--- src/rtl/vga_timing_pkg.sv ---
// 640x480@60 Hz timing constants shared by the sync generator and the pixel generator.
package vga_timing_pkg;

  localparam int unsigned COORD_W = 10;
  typedef logic [COORD_W-1:0] coord_t;

  localparam int unsigned H_DISPLAY = 640;
  localparam int unsigned H_FRONT   = 16;
  localparam int unsigned H_SYNC    = 96;
  localparam int unsigned H_BACK    = 48;
  localparam int unsigned V_DISPLAY = 480;
  localparam int unsigned V_FRONT   = 10;
  localparam int unsigned V_SYNC    = 2;
  localparam int unsigned V_BACK    = 33;

  localparam int unsigned H_TOTAL      = H_DISPLAY + H_FRONT + H_SYNC + H_BACK;
  localparam int unsigned V_TOTAL      = V_DISPLAY + V_FRONT + V_SYNC + V_BACK;
  localparam int unsigned H_SYNC_START = H_DISPLAY + H_FRONT;
  localparam int unsigned H_SYNC_END   = H_SYNC_START + H_SYNC - 1;
  localparam int unsigned V_SYNC_START = V_DISPLAY + V_FRONT;
  localparam int unsigned V_SYNC_END   = V_SYNC_START + V_SYNC - 1;

  function automatic logic in_display(coord_t x, coord_t y);
    return (int'(x) < H_DISPLAY) && (int'(y) < V_DISPLAY);
  endfunction

endpackage

--- src/rtl/vga_sync_gen_if.sv ---
// Timing bundle from the sync generator to the pixel generator and game logic.
interface vga_sync_gen_if;
  import vga_timing_pkg::*;

  logic   p_tick;
  coord_t pixel_x;
  coord_t pixel_y;
  logic   video_on;
  logic   hsync;
  logic   vsync;
  logic   line_tick;
  logic   frame_tick;

  modport master (
    output p_tick, pixel_x, pixel_y, video_on, hsync, vsync, line_tick, frame_tick
  );

  modport slave (
    input p_tick, pixel_x, pixel_y, video_on, hsync, vsync, line_tick, frame_tick
  );
endinterface

--- src/rtl/vga_sync_gen_tick.sv ---
// Pixel clock-enable divider: registered one-cycle p_tick every CLK_DIV clk_d edges.
module pixel_tick_div #(
  parameter int unsigned CLK_DIV = 4
) (
  input  logic clk_d,
  input  logic reset,
  output logic p_tick,
  output logic p_tick_pre
);

  localparam int unsigned DW = (CLK_DIV > 1) ? $clog2(CLK_DIV) : 1;
  localparam logic [DW-1:0] LAST = DW'(CLK_DIV - 1);

  logic [DW-1:0] div_cnt;

  // p_tick_pre is the value p_tick takes after the coming edge.
  assign p_tick_pre = (div_cnt == LAST);

  always_ff @(posedge clk_d or posedge reset) begin
    if (reset) begin
      div_cnt <= '0;
      p_tick  <= 1'b0;
    end else begin
      p_tick  <= p_tick_pre;
      div_cnt <= p_tick_pre ? '0 : div_cnt + DW'(1);
    end
  end

endmodule

--- src/rtl/vga_sync_gen.sv ---
// VGA sync generator: pixel/line counters with registered sync, blanking and strobes.
module vga_sync_gen #(
  parameter int unsigned CLK_DIV     = 4,
  parameter int unsigned H_DISPLAY   = vga_timing_pkg::H_DISPLAY,
  parameter int unsigned H_FRONT     = vga_timing_pkg::H_FRONT,
  parameter int unsigned H_SYNC      = vga_timing_pkg::H_SYNC,
  parameter int unsigned H_BACK      = vga_timing_pkg::H_BACK,
  parameter int unsigned V_DISPLAY   = vga_timing_pkg::V_DISPLAY,
  parameter int unsigned V_FRONT     = vga_timing_pkg::V_FRONT,
  parameter int unsigned V_SYNC      = vga_timing_pkg::V_SYNC,
  parameter int unsigned V_BACK      = vga_timing_pkg::V_BACK,
  parameter logic        SYNC_ACTIVE = 1'b0
) (
  input  logic           clk_d,
  input  logic           reset,
  vga_sync_gen_if.master sync
);
  import vga_timing_pkg::*;

  localparam int unsigned HT = H_DISPLAY + H_FRONT + H_SYNC + H_BACK;
  localparam int unsigned VT = V_DISPLAY + V_FRONT + V_SYNC + V_BACK;

  localparam coord_t H_LAST   = coord_t'(HT - 1);
  localparam coord_t V_LAST   = coord_t'(VT - 1);
  localparam coord_t H_VIS    = coord_t'(H_DISPLAY);
  localparam coord_t V_VIS    = coord_t'(V_DISPLAY);
  localparam coord_t HS_FIRST = coord_t'(H_DISPLAY + H_FRONT);
  localparam coord_t HS_LAST  = coord_t'(H_DISPLAY + H_FRONT + H_SYNC - 1);
  localparam coord_t VS_FIRST = coord_t'(V_DISPLAY + V_FRONT);
  localparam coord_t VS_LAST  = coord_t'(V_DISPLAY + V_FRONT + V_SYNC - 1);

  logic   p_tick, p_tick_pre;
  coord_t h_cnt, v_cnt, h_next, v_next;
  logic   h_wrap;
  logic   video_on, hsync, vsync, line_tick, frame_tick;

  pixel_tick_div #(.CLK_DIV(CLK_DIV)) u_div (
    .clk_d      (clk_d),
    .reset      (reset),
    .p_tick     (p_tick),
    .p_tick_pre (p_tick_pre)
  );

  always_comb begin
    h_wrap = p_tick && (h_cnt == H_LAST);
    h_next = h_cnt;
    v_next = v_cnt;
    if (p_tick) begin
      h_next = h_wrap ? '0 : h_cnt + coord_t'(1);
    end
    if (h_wrap) begin
      v_next = (v_cnt == V_LAST) ? '0 : v_cnt + coord_t'(1);
    end
  end

  // Decodes use next-state counters so every output moves on the same edge as pixel_x/pixel_y.
  always_ff @(posedge clk_d or posedge reset) begin
    if (reset) begin
      h_cnt      <= '0;
      v_cnt      <= '0;
      video_on   <= 1'b1;
      hsync      <= ~SYNC_ACTIVE;
      vsync      <= ~SYNC_ACTIVE;
      line_tick  <= 1'b0;
      frame_tick <= 1'b0;
    end else begin
      h_cnt      <= h_next;
      v_cnt      <= v_next;
      video_on   <= (h_next < H_VIS) && (v_next < V_VIS);
      hsync      <= ((h_next >= HS_FIRST) && (h_next <= HS_LAST)) ? SYNC_ACTIVE : ~SYNC_ACTIVE;
      vsync      <= ((v_next >= VS_FIRST) && (v_next <= VS_LAST)) ? SYNC_ACTIVE : ~SYNC_ACTIVE;
      line_tick  <= p_tick_pre && (h_next == H_LAST);
      frame_tick <= p_tick_pre && (h_next == H_LAST) && (v_next == V_LAST);
    end
  end

  assign sync.p_tick     = p_tick;
  assign sync.pixel_x    = h_cnt;
  assign sync.pixel_y    = v_cnt;
  assign sync.video_on   = video_on;
  assign sync.hsync      = hsync;
  assign sync.vsync      = vsync;
  assign sync.line_tick  = line_tick;
  assign sync.frame_tick = frame_tick;

endmodule

--- src/flat_wrapper.sv ---
// flat-port wrapper written by rule: the top's interface ports become plain ports
module vga_sync_gen_flat import vga_timing_pkg::*;
#(
  parameter int unsigned CLK_DIV     = 4,
  parameter int unsigned H_DISPLAY   = vga_timing_pkg::H_DISPLAY,
  parameter int unsigned H_FRONT     = vga_timing_pkg::H_FRONT,
  parameter int unsigned H_SYNC      = vga_timing_pkg::H_SYNC,
  parameter int unsigned H_BACK      = vga_timing_pkg::H_BACK,
  parameter int unsigned V_DISPLAY   = vga_timing_pkg::V_DISPLAY,
  parameter int unsigned V_FRONT     = vga_timing_pkg::V_FRONT,
  parameter int unsigned V_SYNC      = vga_timing_pkg::V_SYNC,
  parameter int unsigned V_BACK      = vga_timing_pkg::V_BACK,
  parameter logic        SYNC_ACTIVE = 1'b0
)
  (clk_d, reset, sync_p_tick, sync_pixel_x, sync_pixel_y, sync_video_on, sync_hsync, sync_vsync, sync_line_tick, sync_frame_tick);
  vga_sync_gen_if sync_i ();
  input  logic clk_d;
  input  logic reset;
  output wire logic [$bits(sync_i.p_tick)-1:0] sync_p_tick;
  output wire logic [$bits(sync_i.pixel_x)-1:0] sync_pixel_x;
  output wire logic [$bits(sync_i.pixel_y)-1:0] sync_pixel_y;
  output wire logic [$bits(sync_i.video_on)-1:0] sync_video_on;
  output wire logic [$bits(sync_i.hsync)-1:0] sync_hsync;
  output wire logic [$bits(sync_i.vsync)-1:0] sync_vsync;
  output wire logic [$bits(sync_i.line_tick)-1:0] sync_line_tick;
  output wire logic [$bits(sync_i.frame_tick)-1:0] sync_frame_tick;
  assign sync_p_tick = sync_i.p_tick;
  assign sync_pixel_x = sync_i.pixel_x;
  assign sync_pixel_y = sync_i.pixel_y;
  assign sync_video_on = sync_i.video_on;
  assign sync_hsync = sync_i.hsync;
  assign sync_vsync = sync_i.vsync;
  assign sync_line_tick = sync_i.line_tick;
  assign sync_frame_tick = sync_i.frame_tick;
  vga_sync_gen #(.CLK_DIV(CLK_DIV), .H_DISPLAY(H_DISPLAY), .H_FRONT(H_FRONT), .H_SYNC(H_SYNC), .H_BACK(H_BACK), .V_DISPLAY(V_DISPLAY), .V_FRONT(V_FRONT), .V_SYNC(V_SYNC), .V_BACK(V_BACK), .SYNC_ACTIVE(SYNC_ACTIVE)) u_core (.clk_d(clk_d), .reset(reset), .sync(sync_i));
endmodule
--- config.mk ---
export PLATFORM = sky130hd
export DESIGN_NAME = vga_sync_gen_flat
export DESIGN_NICKNAME = d
export VERILOG_FILES = /design/src/rtl/vga_timing_pkg.sv /design/src/rtl/vga_sync_gen_if.sv /design/src/rtl/vga_sync_gen_tick.sv /design/src/rtl/vga_sync_gen.sv /design/src/flat_wrapper.sv
export SDC_FILE = /design/constraint.sdc
export NUM_CORES = 1
export LEC_CHECK = 0
export BUFFER_PORTS_ARGS = -buffer_cell sky130_fd_sc_hd__buf_2
export CAP_MARGIN = 15
export CORE_MARGIN = 2
export CORE_UTILIZATION = 50
export CTS_CLUSTER_DIAMETER = 40
export DETAILED_ROUTE_END_ITERATION = 7
export GPL_TIMING_DRIVEN = 0
export PLACE_DENSITY = 0.75
export SLEW_MARGIN = 20
export SYNTH_ARGS = -nofsm -noshare
export SYNTH_HDL_FRONTEND = slang
export SYNTH_SLANG_ARGS = --single-unit
--- constraint.sdc ---
create_clock -name clk_d -period 2.45 [get_ports clk_d]
set_clock_uncertainty 0.15 [all_clocks]
set_input_delay 0.735 -clock clk_d [delete_from_list [all_inputs] [get_ports clk_d]]
set_output_delay 0.735 -clock clk_d [all_outputs]
set_load 0.005 [all_outputs]
==> flow_summary.toml, run 1 <==
[synthesis]
yosys-top-cells-count = "dfrtp_1, nand2_1, o21ai_0"
ys_seq_elements = 28
syn_nets = 191
ys_warn_count = 0
synthCells = 185
synthFlopType = "dfrtp_1"
syn-cell-area_sq_um = 1710
synth_seq_area_share_pct = 41.3
synthArstFlopShare_pct = 100
yosysMostFrequentCell = "dfrtp_1"
synth_top_cell_area_share_pct = 36.7
ys_types = 46
yosys-top-cells-area = "dfrtp_1, o21ai_0, dfstp_2, nand2_1, xnor2_1"
avgSynthCellArea_sq_um = 9.23
synth_edf_count = 0
yosys.area.top_type = "dfrtp_1"

[global_routing]
grt_max_degree = 29
grtUsageTotal_pct = 19.9
overflow = 0
grt_pass1_wl_mm = 6.35
use_met2_pct = 30.8
grt_pass1_vias = 1377
grtUsageMet1_pct = 28.0
antenna_found_initial = 0
gr-usage-met3_pct = 3.24
busiest_layer = "met2"

[setup_path]
crit_path_top_delay_cell = "or4_4"
critPathArrivalTime_ps = 2500
crit_fanout = 10
crit_top_cell = "buf_6"
cp_top_family = "simple AND/OR/NAND/NOR gates"
max_stage_delay_ps = 410
endpoint_kind = "flip-flop"
worstPathRequired_ps = 2580
cp_cell_sequence = "ha_1, and4_4, buf_6, nand4_1, buf_4, buf_6, nor3_1, a211oi_2, or4_4"
criticalPathCategory = "reg2reg"
path_buf_inv = 3
critPathLaunchType = "flip-flop"

[power]
p_leak_nw = 0.906
peakVddDrop_uv = 204
p_per_area_nw_per_um2 = 338
power.total_mw = 0.705

[cells_and_area]
stdcell_area_sq_um = 2090
finalNetCount = 229
synthToLayoutAreaGrowth_pct = 22.4
drive_gt1_share_pct = 34.7
utilization_pct = 63.1
antennaDiodeCount = 0

[floorplanning]
initial_core_util_pct = 51.5
row_count = 21
core_area_sq_um = 3310
dieArea_sq_um = 3900
die_height_microns = 62.4
die_w_microns = 62.4
io_pins = 28

[timing]
max_freq_mhz = 422
slew-limit-headroom_pct = 60.8
post-route-period-util_pct = 96.7
fin_ws_ps = 80.8
min_period_ps = 2370
worst_slew_pin_slew_ps = 588
setup-tns-final_ps = 0
setup_violations = 0
drv_slew = 0
finalHoldViolCount = 0

[clock_tree]
clk_pin_slew_worst_paths_ps = 160
cts_tree = "built"
ctsRootBufferMaster = "clkbuf_4"
numCtsBuffers = 3
cts.htree.levels = 1
clk_latency_ps = 340
cts_max_path_buffers = 2
clkSinkCount = 28

[worst_hold_path]
hp-class = "in2async"

[outcome]
outcome = "completed"

[drt]
drcViolationCount = 0
route.vias.total = 1536
dr.pass1.iters = 4
ant_nets = 0
wl_per_cell_microns = 14.3
wl_mm = 3.83
vias_per_cell = 5.73
drt_iter0_drc = 118

[placed_design]
dpl.hpwl_mm = 2.54
routabilityCongestion = 0.891
postPlaceCellArea_sq_um = 1900
port_buffers = 27
preCtsSetupSlack_ps = -165

[job]
max-cap-violations = 0
-- per-layer routing --
metal / share of wire [%] / up-vias
li1: - / 739
met1: 45 / 735
met2: 48 / 51
met3: 4.4 / 11
met4: 2.3 / 0
met5: 0 / -
-- cells in the final DEF (no fill, tap or decap), types with 2 or more instances in the layout --
| master | count |
|---|---|
| and4_4 | 3 |
| nand2b_1 | 3 |
| inv_1 | 3 |
| nor2b_1 | 4 |
| nor3_1 | 5 |
| clkbuf_4 | 3 |
| nor4_4 | 3 |
| o21ai_1 | 2 |
| or4_4 | 2 |
| and2_1 | 3 |
| xor2_1 | 4 |
| and3_1 | 2 |
| dfrtp_1 | 24 |
| or4_1 | 3 |
| ha_1 | 2 |
| nand4_1 | 5 |
| dfstp_2 | 3 |
| buf_4 | 6 |
| buf_2 | 33 |
| o31ai_1 | 2 |
| nand3_1 | 10 |
| xnor2_1 | 7 |
| o21ai_0 | 15 |
| nor2_1 | 8 |
| buf_6 | 6 |
| o211ai_1 | 2 |
| a21oi_1 | 8 |
| nand2_1 | 20 |
-- state kept, by name, indices dropped and copies added (netlist names) --
signal                  count
u_core.u_div.div_cnt        2
u_core.sync.pixel_x        10
u_core.sync.vsync           1
u_core.u_div.p_tick         1
u_core.sync.pixel_y        10
u_core.sync.hsync           1
u_core.sync.line_tick       1
u_core.sync.video_on        1
u_core.sync.frame_tick      1
-- kinds of logic after synthesis --
| family | Yosys count | share of synthesized area (%) |
|---|---|---|
| fa+ha+maj | 4 | 2.93 |
| buf+inv | 18 | 5.86 |
| compound gates | 38 | 13.2 |
| simple gates | 83 | 29.0 |
| flops | 28 | 41.3 |
| mux | 1 | 0.660 |
| xor+xnor | 13 | 7.11 |
-- per-stage QoR --
stage | instances | hold WS (ps)
detailed placement | 258 | 278
floorplan | 185 | 253
finish | 268 | 277
global route | 268 | 310
global placement | 258 | 265
CTS | 267 | 298
-- final timing paths --
path	endpoint	from	cells after the start	slack, ps
setup / recovery	u_core.sync.vsync	u_core.sync.pixel_x[0]	9	80
hold / removal	u_core.sync.line_tick	reset	2	280
setup reg to reg	u_core.sync.vsync	u_core.sync.pixel_x[0]	9	80
hold reg to reg	u_core.u_div.div_cnt[0]	u_core.u_div.div_cnt[0]	1	290
max in group asynchronous	u_core.sync.pixel_y[1]	reset	2	1460
min in group clk_d	u_core.u_div.div_cnt[0]	u_core.u_div.div_cnt[0]	1	290
-- cell type report --
| type | count | area (sq um) |
|---|---|---|
| buffer | 11 | 80.1 |
| fill | 289 | 1220 |
| timing repair buffer | 35 | 203 |
| clock buffer | 4 | 36.3 |
| tap | 46 | 57.6 |
| sequential | 28 | 706 |
| inverter | 5 | 21.3 |
| multi-input combinational | 139 | 985 |
-- what timing repair did --
action,in CTS,in global routing
setup buffers,5,3
endpoints found under the setup margin,2,2
gates resized for setup,4,23
hold buffers,0,0
pin swaps,0,10
-- power breakdown --
part | switching, mW | internal, mW | leakage, nW
logic | 0.00893 | 0.000731 | 0.521
registers | 0 | 0.463 | 0.365
clock network | 0.142 | 0.0912 | 0.0210
Note: power is estimated with default switching activity, not from simulation.
==> run 2, diff against run 1 <==
Settings changed: ABC_AREA from default to 1, CORE_MARGIN 2 to default.
==> flow_summary.toml, run 2 <==
[synthesis]
synthCells = 235
synth_seq_area_share_pct = 41.6
synthFlopType = "dfrtp_1"
yosys-top-cells-area = "dfrtp_1, nand2_1, inv_1, nand3_1, nor2_1"
ys_types = 26
yosys.area.top_type = "dfrtp_1"
yosys-top-cells-count = "nand2_1, inv_1, dfrtp_1"
synth_top_cell_area_share_pct = 37.0
syn-cell-area_sq_um = 1690
ys_seq_elements = 28
yosysMostFrequentCell = "nand2_1"
avgSynthCellArea_sq_um = 7.20
synthArstFlopShare_pct = 100
ys_warn_count = 0
syn_nets = 241
synth_edf_count = 0

[drt]
route.vias.total = 1575
wl_mm = 3.78
ant_nets = 0
drcViolationCount = 0
drt_iter0_drc = 105
vias_per_cell = 5.08
dr.pass1.iters = 4
wl_per_cell_microns = 12.2

[clock_tree]
hold_buffers = 0
numCtsBuffers = 3
clk_pin_slew_worst_paths_ps = 150
postCtsSetupBuffers = 0
clk_latency_ps = 330
cts.htree.levels = 1
ctsRootBufferMaster = "clkbuf_4"
cts_tree = "built"
clkSinkCount = 28
postCtsResizedCells = 0
cts_max_path_buffers = 2

[placed_design]
routabilityCongestion = 0.912
dpl.hpwl_mm = 2.90
port_buffers = 27

[timing]
setup_violations = 0
rsz0062_at_grt = "no"
setup-tns-final_ps = 0
slew-limit-headroom_pct = 61.8
drv_slew = 0
max_freq_mhz = 476
worst_slew_pin_slew_ps = 572
min_period_ps = 2100
hold-worst-slack_ps = 285
post-route-period-util_pct = 85.8
finalHoldViolCount = 0

[cells_and_area]
utilization_pct = 61.0
synthToLayoutAreaGrowth_pct = 12.8
mostFrequentLayoutCell = "nand2_1"
final_cell_mix = "nand2_1, inv_1, buf_2, dfrtp_1, nor2_1"
drive_gt1_share_pct = 19.9
antennaDiodeCount = 0
finalNetCount = 273

[job]
max-cap-violations = 0

[power]
combPwrFrac_pct = 1.4
intPower_mw = 0.527
p_per_area_nw_per_um2 = 352
power.total_mw = 0.671
clkPwrFrac_pct = 29.7
peakVddDrop_uv = 251
power_frac_seq_pct = 68.9
p_leak_nw = 1.05
p_switching_mw = 0.144
switching_share_pct = 21.5

[setup_path]
crit_path_top_delay_cell = "dfrtp_1"
rr_startpoint = "u_core.sync.pixel_x[1]"
worstPathRequired_ps = 2560
max_stage_delay_ps = 460
criticalPathCategory = "reg2reg"
cp_cell_sequence = "ha_1, nand2_1, inv_1, nand3_1, nor2_1, inv_1, nand3_1, inv_1, nor2_1, nand3_1, nor2_1"
critPathLaunchType = "flip-flop"
endpoint_kind = "flip-flop"
ff2ff_path_depth = 11
rrSetupSlack_ps = 350
critPathArrivalTime_ps = 2210
crit_fanout = 4
reg2reg_to = "u_core.sync.frame_tick"

[global_routing]
grt_pass1_wl_mm = 6.33
overflow = 0
grt_max_degree = 29
grtUsageTotal_pct = 23.6
grt_pass1_vias = 1386
antenna_found_initial = 0

[floorplanning]
initial_core_util_pct = 54.1
row_count = 20
dieArea_sq_um = 3620
core_area_sq_um = 3130
io_pins = 28
die_w_microns = 60.2
die_height_microns = 60.2

[worst_hold_path]
hp-class = "in2async"

[outcome]
outcome = "completed"
## run 2: worst max-delay path by stage
stage / startpoint / end / slack (ps)
finish: u_core.sync.pixel_x[1] / u_core.sync.frame_tick / 350
global route: u_core.sync.pixel_x[1] / u_core.sync.frame_tick / 140
CTS: u_core.sync.pixel_x[1] / u_core.sync.frame_tick / 350
detailed placement: u_core.sync.pixel_x[0] / u_core.sync.frame_tick / 400
global placement: u_core.sync.pixel_x[0] / u_core.sync.frame_tick / 440
floorplan: u_core.sync.pixel_x[0] / u_core.sync.vsync / 740
## run 2: power by group through the flow
stage	Combinational, mW	Sequential, mW	Clock (mW)
after floorplan	0.00681	0.471	0
after global placement	0.0101	0.471	0
after detailed placement	0.0101	0.471	0
after CTS	0.0101	0.463	0.213
after global routing	0.0118	0.463	0.226
final	0.00944	0.463	0.199
## run 2: final cells by class
| cell class | instances | area [sq um] |
|---|---|---|
| fill | 293 | 1220 |
| sequential | 28 | 704 |
| clock buffer | 4 | 26.3 |
| inverter | 43 | 163 |
| buffer | 2 | 18.8 |
| multi-input combinational | 162 | 807 |
| tap | 44 | 55.1 |
| timing repair buffer | 27 | 135 |
## run 2: stage by stage
| step | cell area, sq um | setup WS, ps | instances |
|---|---|---|---|
| after CTS | 1910 | 350 | 310 |
| after detailed placement | 1880 | 401 | 306 |
| after global placement | 1880 | 439 | 306 |
| after global routing | 1910 | 142 | 310 |
| final | 1910 | 349 | 310 |
| after floorplan | 1690 | 742 | 235 |
## run 2: cell families (layout without fill, tap and decap cells)
kind of cell | count (synthesis) | in the layout | synth area share, %
adder cells (fa/ha/maj) | 4 | 4 | 2.96
AO/OA/AOI/OAI | 12 | 12 | 3.99
buffers and inverters | 45 | 76 | 10.7
AND/OR/NAND/NOR | 143 | 143 | 39.2
XOR/XNOR | 3 | 3 | 1.55
flip-flops | 28 | 28 | 41.6
## run 2: metal layers
metal / share of wire (%) / routed length (microns) / vias to the layer above / global-route usage (%)
met2: 46 / 1730 / 49 / 34.2
met3: 6.1 / 231 / 4 / 3.90
met4: 0.85 / 32 / 0 / 8.31
met1: 47 / 1780 / 721 / 35.1
met5: 0 / 0 / - / 0
li1: - / - / 801 / -
## run 2: critical path, delay by kind of cell, from the launching register on
| family | cells | cell delay, ps |
|---|---|---|
| simple gates | 7 | 880 |
| flops | 1 | 460 |
| fa+ha+maj | 1 | 290 |
| buf+inv | 3 | 250 |
==> run 3, diff against run 2 <==
Settings changed: CELL_PAD_IN_SITES_DETAIL_PLACEMENT from default to 0, CELL_PAD_IN_SITES_GLOBAL_PLACEMENT from default to 1, CORE_UTILIZATION 50 to 36, PLACE_DENSITY 0.75 to default, PLACE_DENSITY_LB_ADDON from default to 0.1.
==> flow_summary.toml, run 3 (synthesis gave the netlist of run 2 again) <==
[outcome]
outcome = "finished with violations"
violations = "design-rule violations"

[setup_path]
endpoint_kind = "flip-flop"
critPathLaunchType = "flip-flop"
cp-startpoint = "u_core.sync.pixel_x[0]"
reg2reg_to = "u_core.sync.frame_tick"
crit_fanout = 5
critPathArrivalTime_ps = 2140
rrSetupSlack_ps = 380
worstPathRequired_ps = 2520
rr_startpoint = "u_core.sync.pixel_x[0]"
criticalPathCategory = "reg2reg"
cp-endpoint = "u_core.sync.frame_tick"
ff2ff_path_depth = 11

[cells_and_area]
mostFrequentLayoutCell = "nand2_1"
stdcell_area_sq_um = 1960
finalNetCount = 273
synthToLayoutAreaGrowth_pct = 16.0
drive_gt1_share_pct = 20.3
final_cell_mix = "nand2_1, inv_1, buf_2, dfrtp_1, nor2_1"
antennaDiodeCount = 0

[floorplanning]
initial_core_util_pct = 38.1
die_height_microns = 70.6
core_area_sq_um = 4440
row_count = 24
die_w_microns = 70.6
io_pins = 28
dieArea_sq_um = 4980

[clock_tree]
clkSinkCount = 28
postCtsSetupBuffers = 0
hold_buffers = 0
numCtsBuffers = 3
cts_max_path_buffers = 2
ctsRootBufferMaster = "clkbuf_8"
cts.htree.levels = 1
clk_pin_slew_worst_paths_ps = 100
clk_latency_ps = 280
cts_tree = "built"
postCtsResizedCells = 0

[power]
p_per_area_nw_per_um2 = 429
combPwrFrac_pct = 1.2
peakVddDrop_uv = 349
switching_share_pct = 19.1
p_switching_mw = 0.161
clkPwrFrac_pct = 44.0
intPower_mw = 0.682
power_frac_seq_pct = 54.8
p_leak_nw = 1.07

[timing]
finalHoldViolCount = 0
slew-limit-headroom_pct = 60.6
drv_slew = 0
worst_slew_pin_slew_ps = 591
post-route-period-util_pct = 84.6
rsz0062_at_grt = "no"
setup-tns-final_ps = 0
setup_violations = 0
min_period_ps = 2070
max_freq_mhz = 482

[global_routing]
grt_max_degree = 29
grt_pass1_wl_mm = 7.08
antenna_found_initial = 0
grtUsageTotal_pct = 18.6
grt_pass1_vias = 1429
overflow = 0

[placed_design]
postPlaceCellArea_sq_um = 1890
port_buffers = 27
dpl.hpwl_mm = 3.29
routabilityCongestion = 0.843

[job]
max-cap-violations = 0

[drt]
route.vias.total = 1552
ant_nets = 0
wl_mm = 4.27
dr.pass1.iters = 6
vias_per_cell = 4.88
drt_iter0_drc = 85
drcViolationCount = 4
wl_per_cell_microns = 13.4

[worst_hold_path]
hp-class = "reg2reg"
## run 3: changes by cell type in the layout (fill, tap and decap cells not counted)
cell / before / now
clkbuf_4: 3 / 0
bufinv_16: 0 / 1
clkbuf_8: 0 / 3
clkbuf_1: 1 / 0
## run 3: worst max-delay path: stages (launching register included)
cell,delay (ps)
dfrtp_1,440
ha_1,300
nand2_1,70
inv_1,60
nand3_1,60
nor2_1,230
inv_1,120
nand3_1,120
inv_1,80
nor2_1,160
nand3_1,100
nor2_1,120
## run 3: worst min path at each step
| stage | from | end | slack [ps] | depth (start not counted) |
|---|---|---|---|---|
| after floorplan | u_core.u_div.div_cnt[0] | u_core.u_div.div_cnt[0] | 250 | 1 |
| after global placement | u_core.u_div.div_cnt[0] | u_core.u_div.div_cnt[0] | 270 | 1 |
| final | u_core.u_div.div_cnt[0] | u_core.u_div.div_cnt[0] | 280 | 1 |
| after CTS | u_core.u_div.div_cnt[0] | u_core.u_div.div_cnt[0] | 290 | 1 |
| after detailed placement | u_core.u_div.div_cnt[0] | u_core.u_div.div_cnt[0] | 270 | 1 |
| after global routing | u_core.u_div.div_cnt[0] | u_core.u_div.div_cnt[0] | 300 | 1 |
## run 3: through the flow
stage	hold slack [ps]	worst slack, ps	utilization, %	total power, mW	cells
3_5_place_dp	273	355	42.6	0.481	314
4_1_cts	286	321	44.2	0.857	318
5_1_grt	300	139	44.2	0.872	318
3_3_place_gp	267	345	42.6	0.481	314
2_1_floorplan	253	742	-	0.478	235
6_report	281	377	44.2	0.843	318
## run 3: cell type report
type                            count  area, sq um
Fill cell                         483         2480
Multi-Input combinational cell    162          807
Sequential cell                    28          704
Inverter                           43          163
Timing Repair Buffer               27          135
Tap cell                           52         65.1
Clock buffer                        3         41.3
Clock inverter                      1         30.0
Buffer                              2         18.8
## run 3: layer usage
layer / share of wire, % / track usage [%] / vias to the layer above / wire (microns)
met2: 39 / 25.8 / 34 / 1670
met5: 0 / 0 / - / 0
li1: - / - / 799 / -
met1: 55 / 29.6 / 714 / 2370
met3: 3.6 / 1.71 / 5 / 155
met4: 1.7 / 7.33 / 0 / 72
## run 3: power groups by stage
stage	clock network (mW)	registers (mW)	logic (mW)
2_1_floorplan	0	0.471	0.00681
3_3_place_gp	0	0.471	0.00994
3_5_place_dp	0	0.471	0.0104
4_1_cts	0.384	0.462	0.0104
5_1_grt	0.397	0.462	0.0123
6_report	0.371	0.462	0.00971
